==> src/rtl/dmem_arbiter_if.sv <==
// Signal bundle between the per-core L1 ports, the memory arbiter and DataMemory.
// The arbiter takes the slave view; the cores and memory together form the master view.
interface dmem_arbiter_if #(
  parameter int unsigned NUM_CORES = 2,
  parameter int unsigned ADDR_W    = 10,
  parameter int unsigned DATA_W    = 32
) ();

  logic [NUM_CORES-1:0]        core_rd_en;
  logic [NUM_CORES-1:0]        core_wr_en;
  logic [NUM_CORES*ADDR_W-1:0] core_addr;
  logic [NUM_CORES*DATA_W-1:0] core_wdata;
  logic [NUM_CORES*3-1:0]      core_mask;
  logic [NUM_CORES-1:0]        core_ack;
  logic [DATA_W-1:0]           core_rdata;
  logic                        busy;
  logic [ADDR_W-1:0]           mem_addr;
  logic [DATA_W-1:0]           mem_wdata;
  logic [2:0]                  mem_mask;
  logic                        mem_rd_en;
  logic                        mem_wr_en;
  logic [DATA_W-1:0]           mem_rdata;

  modport slave (
    input  core_rd_en, core_wr_en, core_addr, core_wdata, core_mask, mem_rdata,
    output core_ack, core_rdata, busy, mem_addr, mem_wdata, mem_mask, mem_rd_en, mem_wr_en
  );

  modport master (
    output core_rd_en, core_wr_en, core_addr, core_wdata, core_mask, mem_rdata,
    input  core_ack, core_rdata, busy, mem_addr, mem_wdata, mem_mask, mem_rd_en, mem_wr_en
  );

endinterface

==> src/rtl/dmem_arbiter.sv <==
// Round-robin arbiter sharing one DataMemory port among NUM_CORES L1 caches.
// One transaction in flight: IDLE picks a core, ACCESS holds the port, RESP acks.
module dmem_arbiter #(
  parameter int unsigned NUM_CORES   = 2,
  parameter int unsigned ADDR_W      = 10,
  parameter int unsigned DATA_W      = 32,
  parameter int unsigned MEM_LATENCY = 1
) (
  input logic           clk,
  input logic           reset,
  dmem_arbiter_if.slave bus
);

  localparam int unsigned IdW  = (NUM_CORES > 1) ? $clog2(NUM_CORES) : 1;
  localparam int unsigned CntW = (MEM_LATENCY > 1) ? $clog2(MEM_LATENCY) : 1;

  typedef enum logic [1:0] {StIdle, StAccess, StResp} state_e;

  state_e               r_state;
  logic [IdW-1:0]       r_grant;
  logic [IdW-1:0]       r_rr_ptr;
  logic [CntW-1:0]      r_cnt;
  logic [NUM_CORES-1:0] r_ack;
  logic [DATA_W-1:0]    r_rdata;
  logic                 r_busy;
  logic [ADDR_W-1:0]    r_mem_addr;
  logic [DATA_W-1:0]    r_mem_wdata;
  logic [2:0]           r_mem_mask;
  logic                 r_mem_rd_en;
  logic                 r_mem_wr_en;

  logic [NUM_CORES-1:0] w_req;
  logic                 w_found;
  logic [IdW-1:0]       w_pick;
  logic                 w_pick_wr;

  assign w_req     = bus.core_rd_en | bus.core_wr_en;
  assign w_pick_wr = bus.core_wr_en[w_pick];

  // First requester at or after r_rr_ptr, wrapping once.
  always_comb begin
    int unsigned idx;
    idx     = 0;
    w_found = 1'b0;
    w_pick  = '0;
    for (int unsigned k = 0; k < NUM_CORES; k++) begin
      idx = 32'(r_rr_ptr) + k;
      if (idx >= NUM_CORES) idx = idx - NUM_CORES;
      if (!w_found && w_req[idx[IdW-1:0]]) begin
        w_found = 1'b1;
        w_pick  = idx[IdW-1:0];
      end
    end
  end

  always_ff @(posedge clk or negedge reset) begin
    if (!reset) begin
      r_state     <= StIdle;
      r_grant     <= '0;
      r_rr_ptr    <= '0;
      r_cnt       <= '0;
      r_ack       <= '0;
      r_rdata     <= '0;
      r_busy      <= 1'b0;
      r_mem_addr  <= '0;
      r_mem_wdata <= '0;
      r_mem_mask  <= '0;
      r_mem_rd_en <= 1'b0;
      r_mem_wr_en <= 1'b0;
    end else begin
      unique case (r_state)
        StIdle: begin
          if (w_found) begin
            r_state     <= StAccess;
            r_grant     <= w_pick;
            r_cnt       <= CntW'(MEM_LATENCY - 1);
            r_busy      <= 1'b1;
            r_mem_addr  <= bus.core_addr[w_pick*ADDR_W +: ADDR_W];
            r_mem_wdata <= bus.core_wdata[w_pick*DATA_W +: DATA_W];
            r_mem_mask  <= bus.core_mask[w_pick*3 +: 3];
            // Write wins when a core raises both enables.
            r_mem_rd_en <= ~w_pick_wr;
            r_mem_wr_en <= w_pick_wr;
          end
        end
        StAccess: begin
          if (r_cnt == '0) begin
            if (r_mem_rd_en) r_rdata <= bus.mem_rdata;
            r_state     <= StResp;
            r_ack       <= NUM_CORES'(1) << r_grant;
            r_mem_addr  <= '0;
            r_mem_wdata <= '0;
            r_mem_mask  <= '0;
            r_mem_rd_en <= 1'b0;
            r_mem_wr_en <= 1'b0;
          end else begin
            r_cnt <= r_cnt - CntW'(1);
          end
        end
        StResp: begin
          r_state  <= StIdle;
          r_ack    <= '0;
          r_busy   <= 1'b0;
          r_rr_ptr <= (r_grant == IdW'(NUM_CORES - 1)) ? '0 : r_grant + IdW'(1);
        end
        default: r_state <= StIdle;
      endcase
    end
  end

  assign bus.core_ack   = r_ack;
  assign bus.core_rdata = r_rdata;
  assign bus.busy       = r_busy;
  assign bus.mem_addr   = r_mem_addr;
  assign bus.mem_wdata  = r_mem_wdata;
  assign bus.mem_mask   = r_mem_mask;
  assign bus.mem_rd_en  = r_mem_rd_en;
  assign bus.mem_wr_en  = r_mem_wr_en;

endmodule

==> src/flat_wrapper.sv <==
// flat-port wrapper written by rule: the top's interface ports become plain ports
module dmem_arbiter_flat 
#(
  parameter int unsigned NUM_CORES   = 2,
  parameter int unsigned ADDR_W      = 10,
  parameter int unsigned DATA_W      = 32,
  parameter int unsigned MEM_LATENCY = 1
)
  (clk, reset, bus_core_rd_en, bus_core_wr_en, bus_core_addr, bus_core_wdata, bus_core_mask, bus_mem_rdata, bus_core_ack, bus_core_rdata, bus_busy, bus_mem_addr, bus_mem_wdata, bus_mem_mask, bus_mem_rd_en, bus_mem_wr_en);
  dmem_arbiter_if #(.NUM_CORES(NUM_CORES), .ADDR_W(ADDR_W), .DATA_W(DATA_W)) bus_i ();
  input logic clk;
  input logic reset;
  input wire logic [$bits(bus_i.core_rd_en)-1:0] bus_core_rd_en;
  input wire logic [$bits(bus_i.core_wr_en)-1:0] bus_core_wr_en;
  input wire logic [$bits(bus_i.core_addr)-1:0] bus_core_addr;
  input wire logic [$bits(bus_i.core_wdata)-1:0] bus_core_wdata;
  input wire logic [$bits(bus_i.core_mask)-1:0] bus_core_mask;
  input wire logic [$bits(bus_i.mem_rdata)-1:0] bus_mem_rdata;
  output wire logic [$bits(bus_i.core_ack)-1:0] bus_core_ack;
  output wire logic [$bits(bus_i.core_rdata)-1:0] bus_core_rdata;
  output wire logic [$bits(bus_i.busy)-1:0] bus_busy;
  output wire logic [$bits(bus_i.mem_addr)-1:0] bus_mem_addr;
  output wire logic [$bits(bus_i.mem_wdata)-1:0] bus_mem_wdata;
  output wire logic [$bits(bus_i.mem_mask)-1:0] bus_mem_mask;
  output wire logic [$bits(bus_i.mem_rd_en)-1:0] bus_mem_rd_en;
  output wire logic [$bits(bus_i.mem_wr_en)-1:0] bus_mem_wr_en;
  assign bus_i.core_rd_en = bus_core_rd_en;
  assign bus_i.core_wr_en = bus_core_wr_en;
  assign bus_i.core_addr = bus_core_addr;
  assign bus_i.core_wdata = bus_core_wdata;
  assign bus_i.core_mask = bus_core_mask;
  assign bus_i.mem_rdata = bus_mem_rdata;
  assign bus_core_ack = bus_i.core_ack;
  assign bus_core_rdata = bus_i.core_rdata;
  assign bus_busy = bus_i.busy;
  assign bus_mem_addr = bus_i.mem_addr;
  assign bus_mem_wdata = bus_i.mem_wdata;
  assign bus_mem_mask = bus_i.mem_mask;
  assign bus_mem_rd_en = bus_i.mem_rd_en;
  assign bus_mem_wr_en = bus_i.mem_wr_en;
  dmem_arbiter #(.NUM_CORES(NUM_CORES), .ADDR_W(ADDR_W), .DATA_W(DATA_W), .MEM_LATENCY(MEM_LATENCY)) u_core (.clk(clk), .reset(reset), .bus(bus_i));
endmodule
==> config.mk <==
export PLATFORM = sky130hd
export DESIGN_NAME = dmem_arbiter_flat
export DESIGN_NICKNAME = d
export VERILOG_FILES = /design/src/rtl/dmem_arbiter_if.sv /design/src/rtl/dmem_arbiter.sv /design/src/flat_wrapper.sv
export SDC_FILE = /design/constraint.sdc
export NUM_CORES = 1
export LEC_CHECK = 0
export CAP_MARGIN = 0
export CORE_ASPECT_RATIO = 0.6
export CORE_MARGIN = 2
export CORE_UTILIZATION = 46
export CTS_CLUSTER_SIZE = 10
export DETAILED_ROUTE_END_ITERATION = 6
export PLACE_DENSITY = 0.87
export SYNTH_ARGS = -nofsm -noshare
export SYNTH_HDL_FRONTEND = slang
export SYNTH_SLANG_ARGS = --single-unit
==> constraint.sdc <==
create_clock -name clk -period 4.3 [get_ports clk]
set_clock_uncertainty 0.1 [all_clocks]
set_input_delay 0.645 -clock clk [delete_from_list [all_inputs] [get_ports clk]]
set_output_delay 0.645 -clock clk [all_outputs]
set_load 0.02 [all_outputs]
==> results.json <==
{
  "vias": 4283,
  "slew-limit-headroom": 0.265,
  "power_leakage_nw": 2.76,
  "cts_tree": "done",
  "syn-cell-area_mm2": 0.00479,
  "initial_core_util": 0.479,
  "cp-start-kind": "register",
  "critPathMaxFanout": 41,
  "grt_overflow": 0,
  "ys_seq_area_frac": 0.450,
  "fin_crit_ns": 2.76,
  "syn_nets": 558,
  "ys.flop_type": "dfrtp_1",
  "crit_buf_inv": 2,
  "finalCritPeriodShare": 0.643,
  "synthTopCellsByCount": "dfrtp_1, inv_1, nand4_1",
  "path_clk_slew_ns": 0.07,
  "seq_area_mm2": 0.00215,
  "grt_pass1_vias": 4575,
  "final_nets": 738,
  "drv_cap": 0,
  "cp_num_cells": 6,
  "synth.area.top_cells": "dfrtp_1, o221ai_2, mux2_2",
  "finalSetupTns_ns": 0,
  "coreArea_mm2": 0.00998,
  "final_max_slew_viol_count": 0,
  "synth.avg_cell_area_um2": 11.2,
  "worst_setup_path_end_kind": "register",
  "drc": 0,
  "slowest_stage": "ha_2",
  "cts_buffer_depth": 2,
  "synth_top_area_share": 0.450,
  "cellPowerDensity_mw_per_mm2": 704,
  "cts_setup_buffers": 0,
  "syn_to_final_growth_pct": 49.9,
  "placed_cell_area_mm2": 0.00688,
  "finalWirelength_um": 14700,
  "synth_edf_count": 0,
  "fmax_ghz": 0.362,
  "grt_pass1_wl_um": 23400,
  "drt-initial-drc-count": 282,
  "critical-path-top-delay-family": "compound AO/OA/AOI/OAI gates",
  "numCtsBuffers": 9,
  "rsz0062_at_grt": "false",
  "cts-root-buf": "clkbuf_16",
  "routedWlPerCell_um": 19.7,
  "dieArea_mm2": 0.0113,
  "placed_cells": 730,
  "worst_pin_slew_ns": 1.10,
  "cp_cell_sequence": "inv_1 > ha_2 > nor2_1 > a21oi_4 > buf_12 > o221ai_1",
  "global_route.usage.total": 0.264,
  "yosysUniqueCellTypes": 31,
  "fin_area_mm2": 0.00718,
  "ioPinCount": 210,
  "hold_viol": 0,
  "port_buffers": 209,
  "first_pass_iters": 5,
  "reg2reg_depth": 6,
  "fillers": 745,
  "drive_above_1_share": 0.177,
  "rows": 28,
  "worst_hold_slack_ns": 0.411,
  "synthArstFlopShare": 1.00,
  "ys_ff_latch": 86,
  "critPathMaxStageDelay_ns": 0.70,
  "power_w": 0.00505,
  "yosysTopAreaCell": "dfrtp_1",
  "grt_max_degree": 90,
  "final_cells": 746,
  "min_path_type": "input pin to async pin",
  "dp_hpwl_um": 10200,
  "cts.sinks": 86,
  "ant_nets": 0,
  "htreeDepth": 3,
  "gp_congestion": 0.817,
  "worstPathArrival_ns": 2.82,
  "clk-insertion-delay-late_ns": 0.34,
  "yosysWarnings": 0,
  "setup_violations": 0,
  "vias_per_cell": 5.74,
  "critical_path_class": "register to register",
  "die_x_um": 136,
  "yosysMostFrequentCell": "dfrtp_1",
  "status": "completed",
  "netlist_instances": 426,
  "diodes": 0,
  "ctsResizeCount": 0,
  "cts_hold_buf": 0,
  "ir_worst_vdd_mv": 0.491,
  "die_h_um": 83.0,
  "cp_data_required_time_ns": 4.36,
  "multi_input_area_mm2": 0.00221,
  "antenna_found_initial": 0
}
[logic make-up (layout without fill, tap and decap cells)]
group           Yosys count  in the layout  share of synthesized area
flops                    86             86                      0.450
simple gates            146            146                      0.211
compound gates           57             57                      0.152
fa+ha+maj                 4              4                     0.0105
mux                      35             35                     0.0823
buf+inv                  98            283                     0.0949
[per-stage QoR]
| stage | util | worst slack (ns) |
|---|---|---|
| global route | 0.719 | 1.36 |
| global placement | 0.689 | 1.53 |
| floorplan | - | 2.44 |
| detailed placement | 0.689 | 1.42 |
| CTS | 0.719 | 1.52 |
| finish | 0.719 | 1.54 |
[layout make-up]
type / count / share of cell area
inverters: 50 / 0.0262
repair buffers: 217 / 0.301
well taps: 135 / 0.0235
multi-input cells: 242 / 0.308
flip-flops and latches: 86 / 0.300
clock inverters: 7 / 0.00994
clock buffers: 9 / 0.0314
[flip-flops by register name, indices dropped and copies added (netlist names)]
register / flops
u_core.bus.core_rdata: 32
u_core.bus.mem_wdata: 32
u_core.bus.mem_addr: 10
u_core.bus.mem_mask: 3
u_core.bus.core_ack: 2
u_core.r_state: 2
u_core.bus.busy: 1
u_core.bus.mem_rd_en: 1
u_core.bus.mem_wr_en: 1
u_core.r_grant: 1
u_core.r_rr_ptr: 1
[cells in the final DEF, fill, tap and decap left out, types with 2 or more instances in the layout]
cell type        netlist  final
dfrtp_1               86     86
nor2b_1               43     43
mux2_2                35     35
ha_1                   4      2
o221ai_2              40     40
nand3_1                4      4
ha_2                   0      2
buf_4                  6      8
clkdlybuf4s50_1        0    208
clkbuf_16              0      9
nand2_1                3      3
inv_6                  0      3
o32ai_1                2      2
nand4b_1              42     42
nor2_1                 4      4
o221ai_1               5      5
inv_1                 50     50
a21oi_1                3      2
nand4_1               45     45
clkinv_2               0      3
[layer usage]
metal  up-vias  wire length [µm]  global-route usage
met5         -                 0                   0
met4         0               199              0.0786
met3        19              1470              0.0849
met2       233              7050               0.441
met1      2088              5990               0.327
li1       1943                 -                   -
[worst reg2reg max path, cell delays in order, from the launching register on]
cell and delay [ns]:
dfrtp_1 0.40, inv_1 0.12, ha_2 0.70, nor2_1 0.17
a21oi_4 0.60, buf_12 0.32, o221ai_1 0.17
[report_power, final]
group / total [W] / switching (W) / leakage, nW / internal, W
clock network: 0.000792 / 0.000338 / 0.150 / 0.000454
registers: 0.00137 / 0.000200 / 1.07 / 0.00117
logic: 0.00290 / 0.00157 / 1.54 / 0.00132
[worst paths after layout]
path / start / endpoint / slack (ns)
hold reg to reg: u_core.bus.core_rdata[6]$_DFFE_PN0P_ / u_core.bus.core_rdata[6]$_DFFE_PN0P_ / 0.41
min in group clk: u_core.bus.core_rdata[6]$_DFFE_PN0P_ / u_core.bus.core_rdata[6]$_DFFE_PN0P_ / 0.41
max in group asynchronous: reset / u_core.bus.mem_wdata[12]$_DFFE_PN0P_ / 2.99
setup reg to reg: u_core.r_state[0]$_DFFE_PN0P_ / u_core.bus.mem_mask[1]$_DFFE_PN0P_ / 1.54
setup / recovery: u_core.r_state[0]$_DFFE_PN0P_ / u_core.bus.mem_mask[1]$_DFFE_PN0P_ / 1.54
hold / removal: reset / u_core.bus.mem_rd_en$_DFFE_PN0P_ / 0.41
Power figures use the tool's default switching activity.
==> edit 1 (same flow settings) <==
Reset style: synchronous (`reset`), changed in one clocked block.
--- a/src/rtl/dmem_arbiter.sv
+++ b/src/rtl/dmem_arbiter.sv
@@ -54,5 +54,5 @@
   end
 
-  always_ff @(posedge clk or negedge reset) begin
+  always_ff @(posedge clk) begin
     if (!reset) begin
       r_state     <= StIdle;
Check against the original RTL: differs if reset is asserted again (counterexample within 4 cycles, from zero or initial values and one cycle with reset low); with reset held inactive, the same outputs for 4 cycles.
==> edit 1 against the original RTL <==
Maximum frequency fell by 2.7%. Register-to-register slack better by 0.43 ns. Non-clock buffer count fell by 1. Sequential cell count unchanged. Routed wire length down 0.94%. Worst setup slack worse by 0.077 ns. Synthesized area fell by 12%. Largest cell class is now non-clock buffers. Synthesized cell count rose by 21%. Final area decreased by 8.4%.
Power is not compared: it rests on default switching activity, and its combinational part moved more than twofold at a synthesized area within 25%.
==> edit 1: results (changes against the original RTL) <==
Global route
  • Number of antenna violations at the first check in global routing: 0 (unchanged)
  • Met2 track utilization from global routing: 47.2% (+3.0 points)
  • Vias in the first global route: 4496 (-1.7%)
  • Wire length of the first global-routing pass: 22700 µm (-2.7%)
  • Pin count of the biggest net entering global routing: 88 (-2.2%)
  • Overall Global Routing Usage: 28.1% (+1.7 points)
  • GRT met1 Usage: 35.4% (+2.7 points)

Placement
  • Worst slack, placed: 1.16 ns (-0.260 ns)
  • Post-DP HPWL: 9730 µm (-4.2%)
  • Routability cong.: 0.837 (+2.4%)
  • Area post-placement: 6300 µm² (-8.5%)

Detailed routing
  • Routed length per placed instance: 18.2 µm (-8.0%)
  • Met3 WL post-DR: 1200 µm (-18%)
  • Total routed wire length on the met1 layer: 6190 µm (+3.3%)
  • Met2 wire length: 6950 µm (-1.5%)
  • Iteration-0 DRC Markers: 422 (+50%)
  • Vias per cell: 5.81 (+1.3%)

Layout
  • Clock buffers and inverters, area share: 4.17% (+0.037 points)
  • Net count, final: 814 (+10%)
  • Sequential fraction of total cell area: 26.2% (-3.8 points)
  • Non-clock buffer count in the final layout: 216 (-0.46%)
  • Multi-input combinational cell count: 318 (+31%)
  • Footprint of the multi-input gates: 2100 µm² (-5.2%)
  • Non-clk invs: 51 (+2.0%)
  • Number of fill cells: 663 (-11%)
  • Share of final-layout standard cells stronger than drive strength 1: 4.37% (-13 points)

Critical path
  • RR Endpoint: u_core.bus.mem_addr[0]$_SDFFE_PN0P_
  • Slowest stage cell on the critical path: or4_1
  • Delay-heaviest family, CP: simple AND/OR/NAND/NOR gates
  • Biggest fanout along the worst timing path: 26 (-37%)
  • Critical Path Start: bus_core_wr_en[0]
  • Reg2reg start: u_core.r_state[0]$_SDFFE_PN0P_
  • Kind of critical path: input pin to flop
  • R2R setup slack: 1.97 ns (+0.43 ns)
  • Largest stage delay on the critical path: 1.00 ns (+0.30 ns)

Yosys
  • Nets in the synthesized netlist: 649 (+16%)
  • Ys async rst share: 0% (-100 points)
  • Area of the mapped netlist: 4230 µm² (-12%)
  • Leading register cell type out of synthesis: dfxtp_1
  • Synth area leaders: dfxtp_1, a2111o_1, nand2_1, o221ai_1, nand4_1
  • Most numerous cell types in the synthesized netlist: nand2_1, dfxtp_1, inv_1
  • Synthesized instance count: 517 (+21%)
  • Most frequently used cell type in the post-synthesis netlist: nand2_1
  • Distinct cell type count of the synthesized netlist: 35 (+13%)
  • Post-synthesis sequential area ratio: 40.7% (-4.2 points)

Hold path
  • Hold Path Cell Cnt: 2
  • Type of the worst min-delay path: flop to flop

STA
  • Worst slew margin relative to its limit: 19.5% (-7.0 points)

Power
  • Pwr Total: roughly 2.2 mW

Run status
  • Outcome: finished, final reports clean
edit 1: cell types whose count changed after synthesis, sizes merged, moves of 8 or more:
cell,change
dfrtp,-86
dfxtp,+86
nand4b,-42
buf,-8
nand2,+108
a21oi,+33
nor2b,-42
a2111o,+45
mux2,-35
clkbuf,+22
edit 1: cells by family after synthesis:
group | share of synthesized area, %
flops | 40.7
buf+inv | 11.0
fa+ha+maj | 1.18
compound gates | 27.7
mux | 0.237
simple gates | 19.1
edit 1: per-stage QoR:
stage / hold slack, ns / instances / util, %
6_report: 0.353 / 803 / 72.6
5_1_grt: 0.370 / 803 / 72.6
4_1_cts: 0.356 / 803 / 72.6
3_5_place_dp: 0.347 / 787 / 69.6
3_3_place_gp: 0.341 / 787 / 69.6
2_1_floorplan: 0.360 / 517 / -
edit 1: worst min-delay path: cells and delay by family (launching register included):
family             cells  cell delay (ns)
AOI/OAI and AO/OA      1             0.05
DFF                    1             0.31
and+or+nand+nor        1             0.05
==> edit 2 (same settings) <==
Made on the original files. `DATA_W` is set to 32 in 3 places; all go to 16.
--- a/src/rtl/dmem_arbiter_if.sv
+++ b/src/rtl/dmem_arbiter_if.sv
@@ -4,5 +4,5 @@
   parameter int unsigned NUM_CORES = 2,
   parameter int unsigned ADDR_W    = 10,
-  parameter int unsigned DATA_W    = 32
+  parameter int unsigned DATA_W    = 16
 ) ();
 
--- a/src/rtl/dmem_arbiter.sv
+++ b/src/rtl/dmem_arbiter.sv
@@ -4,5 +4,5 @@
   parameter int unsigned NUM_CORES   = 2,
   parameter int unsigned ADDR_W      = 10,
-  parameter int unsigned DATA_W      = 32,
+  parameter int unsigned DATA_W      = 16,
   parameter int unsigned MEM_LATENCY = 1
 ) (
--- a/src/flat_wrapper.sv
+++ b/src/flat_wrapper.sv
@@ -4,5 +4,5 @@
   parameter int unsigned NUM_CORES   = 2,
   parameter int unsigned ADDR_W      = 10,
-  parameter int unsigned DATA_W      = 32,
+  parameter int unsigned DATA_W      = 16,
   parameter int unsigned MEM_LATENCY = 1
 )
Ports: changed (resized bus_core_rdata, bus_core_wdata, bus_mem_rdata and bus_mem_wdata); port bits go from 210 to 130. The function was not compared with the original's and may differ.
==> edit 2 against the original RTL <==
Sequential cell count decreased by 32. Non-clock buffer count decreased by 84. Power decreased by 42%. Synthesized area decreased by 38%. Final area decreased by 39%. Via count decreased by 39%. Worst setup slack got worse by 0.072 ns. Final cell count decreased by 37%. Count of clock-buffer cells in the layout decreased by 3. Synthesized cell count decreased by 35%. Routed wire length decreased by 42%. First-iteration DRC count decreased by 58%. Sequential power decreased by 38%. Largest power group unchanged.
==> edit 2: results (changes against the original RTL) <==
Layout
  • Net count, final: 470 (-36%)
  • Share of final-layout standard cells stronger than drive strength 1: 15.0% (-2.7 points)
  • Number of fill cells: 462 (-38%)

Run status
  • Outcome: finished, final reports clean

CTS
  • Clock insertion delay at the later pin of the skew report: 0.30 ns (-0.04 ns)
  • Root buffer cell: clkbuf_8
  • Number of H-tree branching levels: 2 (-1)
  • Clock slew at the register clock pins of the worst setup and hold paths: 0.10 ns (+0.03 ns)
  • TritonCTS buffer count: 5 (-4)

Power
  • Leakage power total: 1.69 nW (-39%)
  • VDD IR max: 0.355 mV (-28%)

Yosys
  • Distinct cell type count of the synthesized netlist: 32 (+3.2%)
  • Nets in the synthesized netlist: 360 (-35%)
  • Post-synth top area share: 45.4% (+0.42 points)
  • Synth area leaders: dfrtp_1, o221ai_2, mux2_2, nand4b_1, nand4_1
  • Most numerous cell types in the synthesized netlist: dfrtp_1, inv_1, nand4_1, nor2b_1, nand4b_1
  • Post-synthesis sequential area ratio: 45.4% (+0.42 points)
  • Synthesized instance count: 276 (-35%)

Critical path
  • Biggest fanout along the worst timing path: 30 (-27%)
  • Count of cells along the worst register-to-register path: 5 (-1)
  • Arrival time at the worst endpoint: 2.87 ns (+0.05 ns)
  • Destination of the critical timing path: u_core.bus.mem_addr[3]$_DFFE_PN0P_
  • Critical Path Start: bus_core_wr_en[1]
  • Largest stage delay on the critical path: 0.84 ns (+0.14 ns)
  • Slowest stage cell on the critical path: and2_2
  • R2R setup slack: 1.79 ns (+0.25 ns)

Detailed routing
  • Routed length per placed instance: 18.0 µm (-8.6%)
  • Number of detailed-route iterations in the first pass: 4 (-1)
  • Final routed wirelength across all metal layers: 8490 µm (-42%)
  • Iteration-0 DRC Markers: 118 (-58%)
  • Vias per cell: 5.58 (-2.8%)

Global route
  • Pin count of the biggest net entering global routing: 55 (-39%)
  • Wire length of the first global-routing pass: 13200 µm (-43%)
  • Overall Global Routing Usage: 23.7% (-2.7 points)
  • Vias in the first global route: 2587 (-43%)

Placement
  • Placed insts: 463 (-37%)
  • Number of I/O port buffers: 129 (-38%)
  • Post-DP HPWL: 5810 µm (-43%)
  • Area post-placement: 4270 µm² (-38%)
  • Routability cong.: 0.799 (-2.2%)

STA
  • Worst slew margin relative to its limit: 16.7% (-9.8 points)
-- edit 2: cell families after synthesis --
group                    Yosys count  share of synthesized area (%)
flip-flops                        54                           45.4
AND/OR/NAND/NOR                   94                           20.9
AO/OA/AOI/OAI                     41                           15.5
multiplexers                      19                           7.19
buffers and inverters             64                           9.37
adder cells (fa/ha/maj)            4                           1.68
-- edit 2: how the worst min path moves through the flow --
| stage | startpoint | end | slack [ns] | cells past startpoint |
|---|---|---|---|---|
| after floorplan | reset | u_core.bus.busy$_DFFE_PN0P_ | 0.25 | 0 |
| after global placement | u_core.r_grant$_DFFE_PN0P_ | u_core.r_rr_ptr$_DFFE_PN0P_ | 0.39 | 1 |
| after detailed placement | u_core.bus.core_rdata[10]$_DFFE_PN0P_ | u_core.bus.core_rdata[10]$_DFFE_PN0P_ | 0.39 | 1 |
| after CTS | reset | u_core.bus.mem_wdata[12]$_DFFE_PN0P_ | 0.38 | 2 |
| after global routing | reset | u_core.bus.mem_wdata[10]$_DFFE_PN0P_ | 0.41 | 2 |
| final | reset | u_core.bus.mem_wdata[14]$_DFFE_PN0P_ | 0.36 | 2 |
-- edit 2: through the flow --
step	hold WS [ns]	total power [mW]	setup WS, ns
global route	0.412	3.12	1.31
detailed placement	0.392	2.60	1.16
floorplan	0.249	1.94	2.45
global placement	0.386	2.54	1.21
finish	0.362	2.93	1.46
CTS	0.383	2.94	1.48
-- edit 2: cell type report --
type / count / area [µm²] / share of cell area, %
Sequential cell: 54 / 1350 / 30.9
Clock inverter: 2 / 37.5 / 0.858
Clock buffer: 6 / 72.6 / 1.66
Timing Repair Buffer: 133 / 1320 / 30.1
Multi-Input combinational cell: 158 / 1370 / 31.2
Inverter: 34 / 128 / 2.92
Tap cell: 84 / 105 / 2.40
-- edit 2: critical path, delay by kind of cell --
| kind | cells | cell delay, ns |
|---|---|---|
| buf+inv | 1 | 0.55 |
| simple gates | 2 | 1.40 |
| compound gates | 1 | 0.25 |
-- edit 2: layer usage --
metal	global-route usage, %	wire length (µm)	up-vias
met5	0	0	-
met4	4.33	62	0
met3	6.21	666	8
met2	38.0	4030	93
met1	32.8	3740	1295
li1	-	-	1232
-- edit 2: where the power goes --
group / switching, mW / internal (mW)
clock network: 0.166 / 0.174
registers: 0.125 / 0.729
logic: 0.945 / 0.793
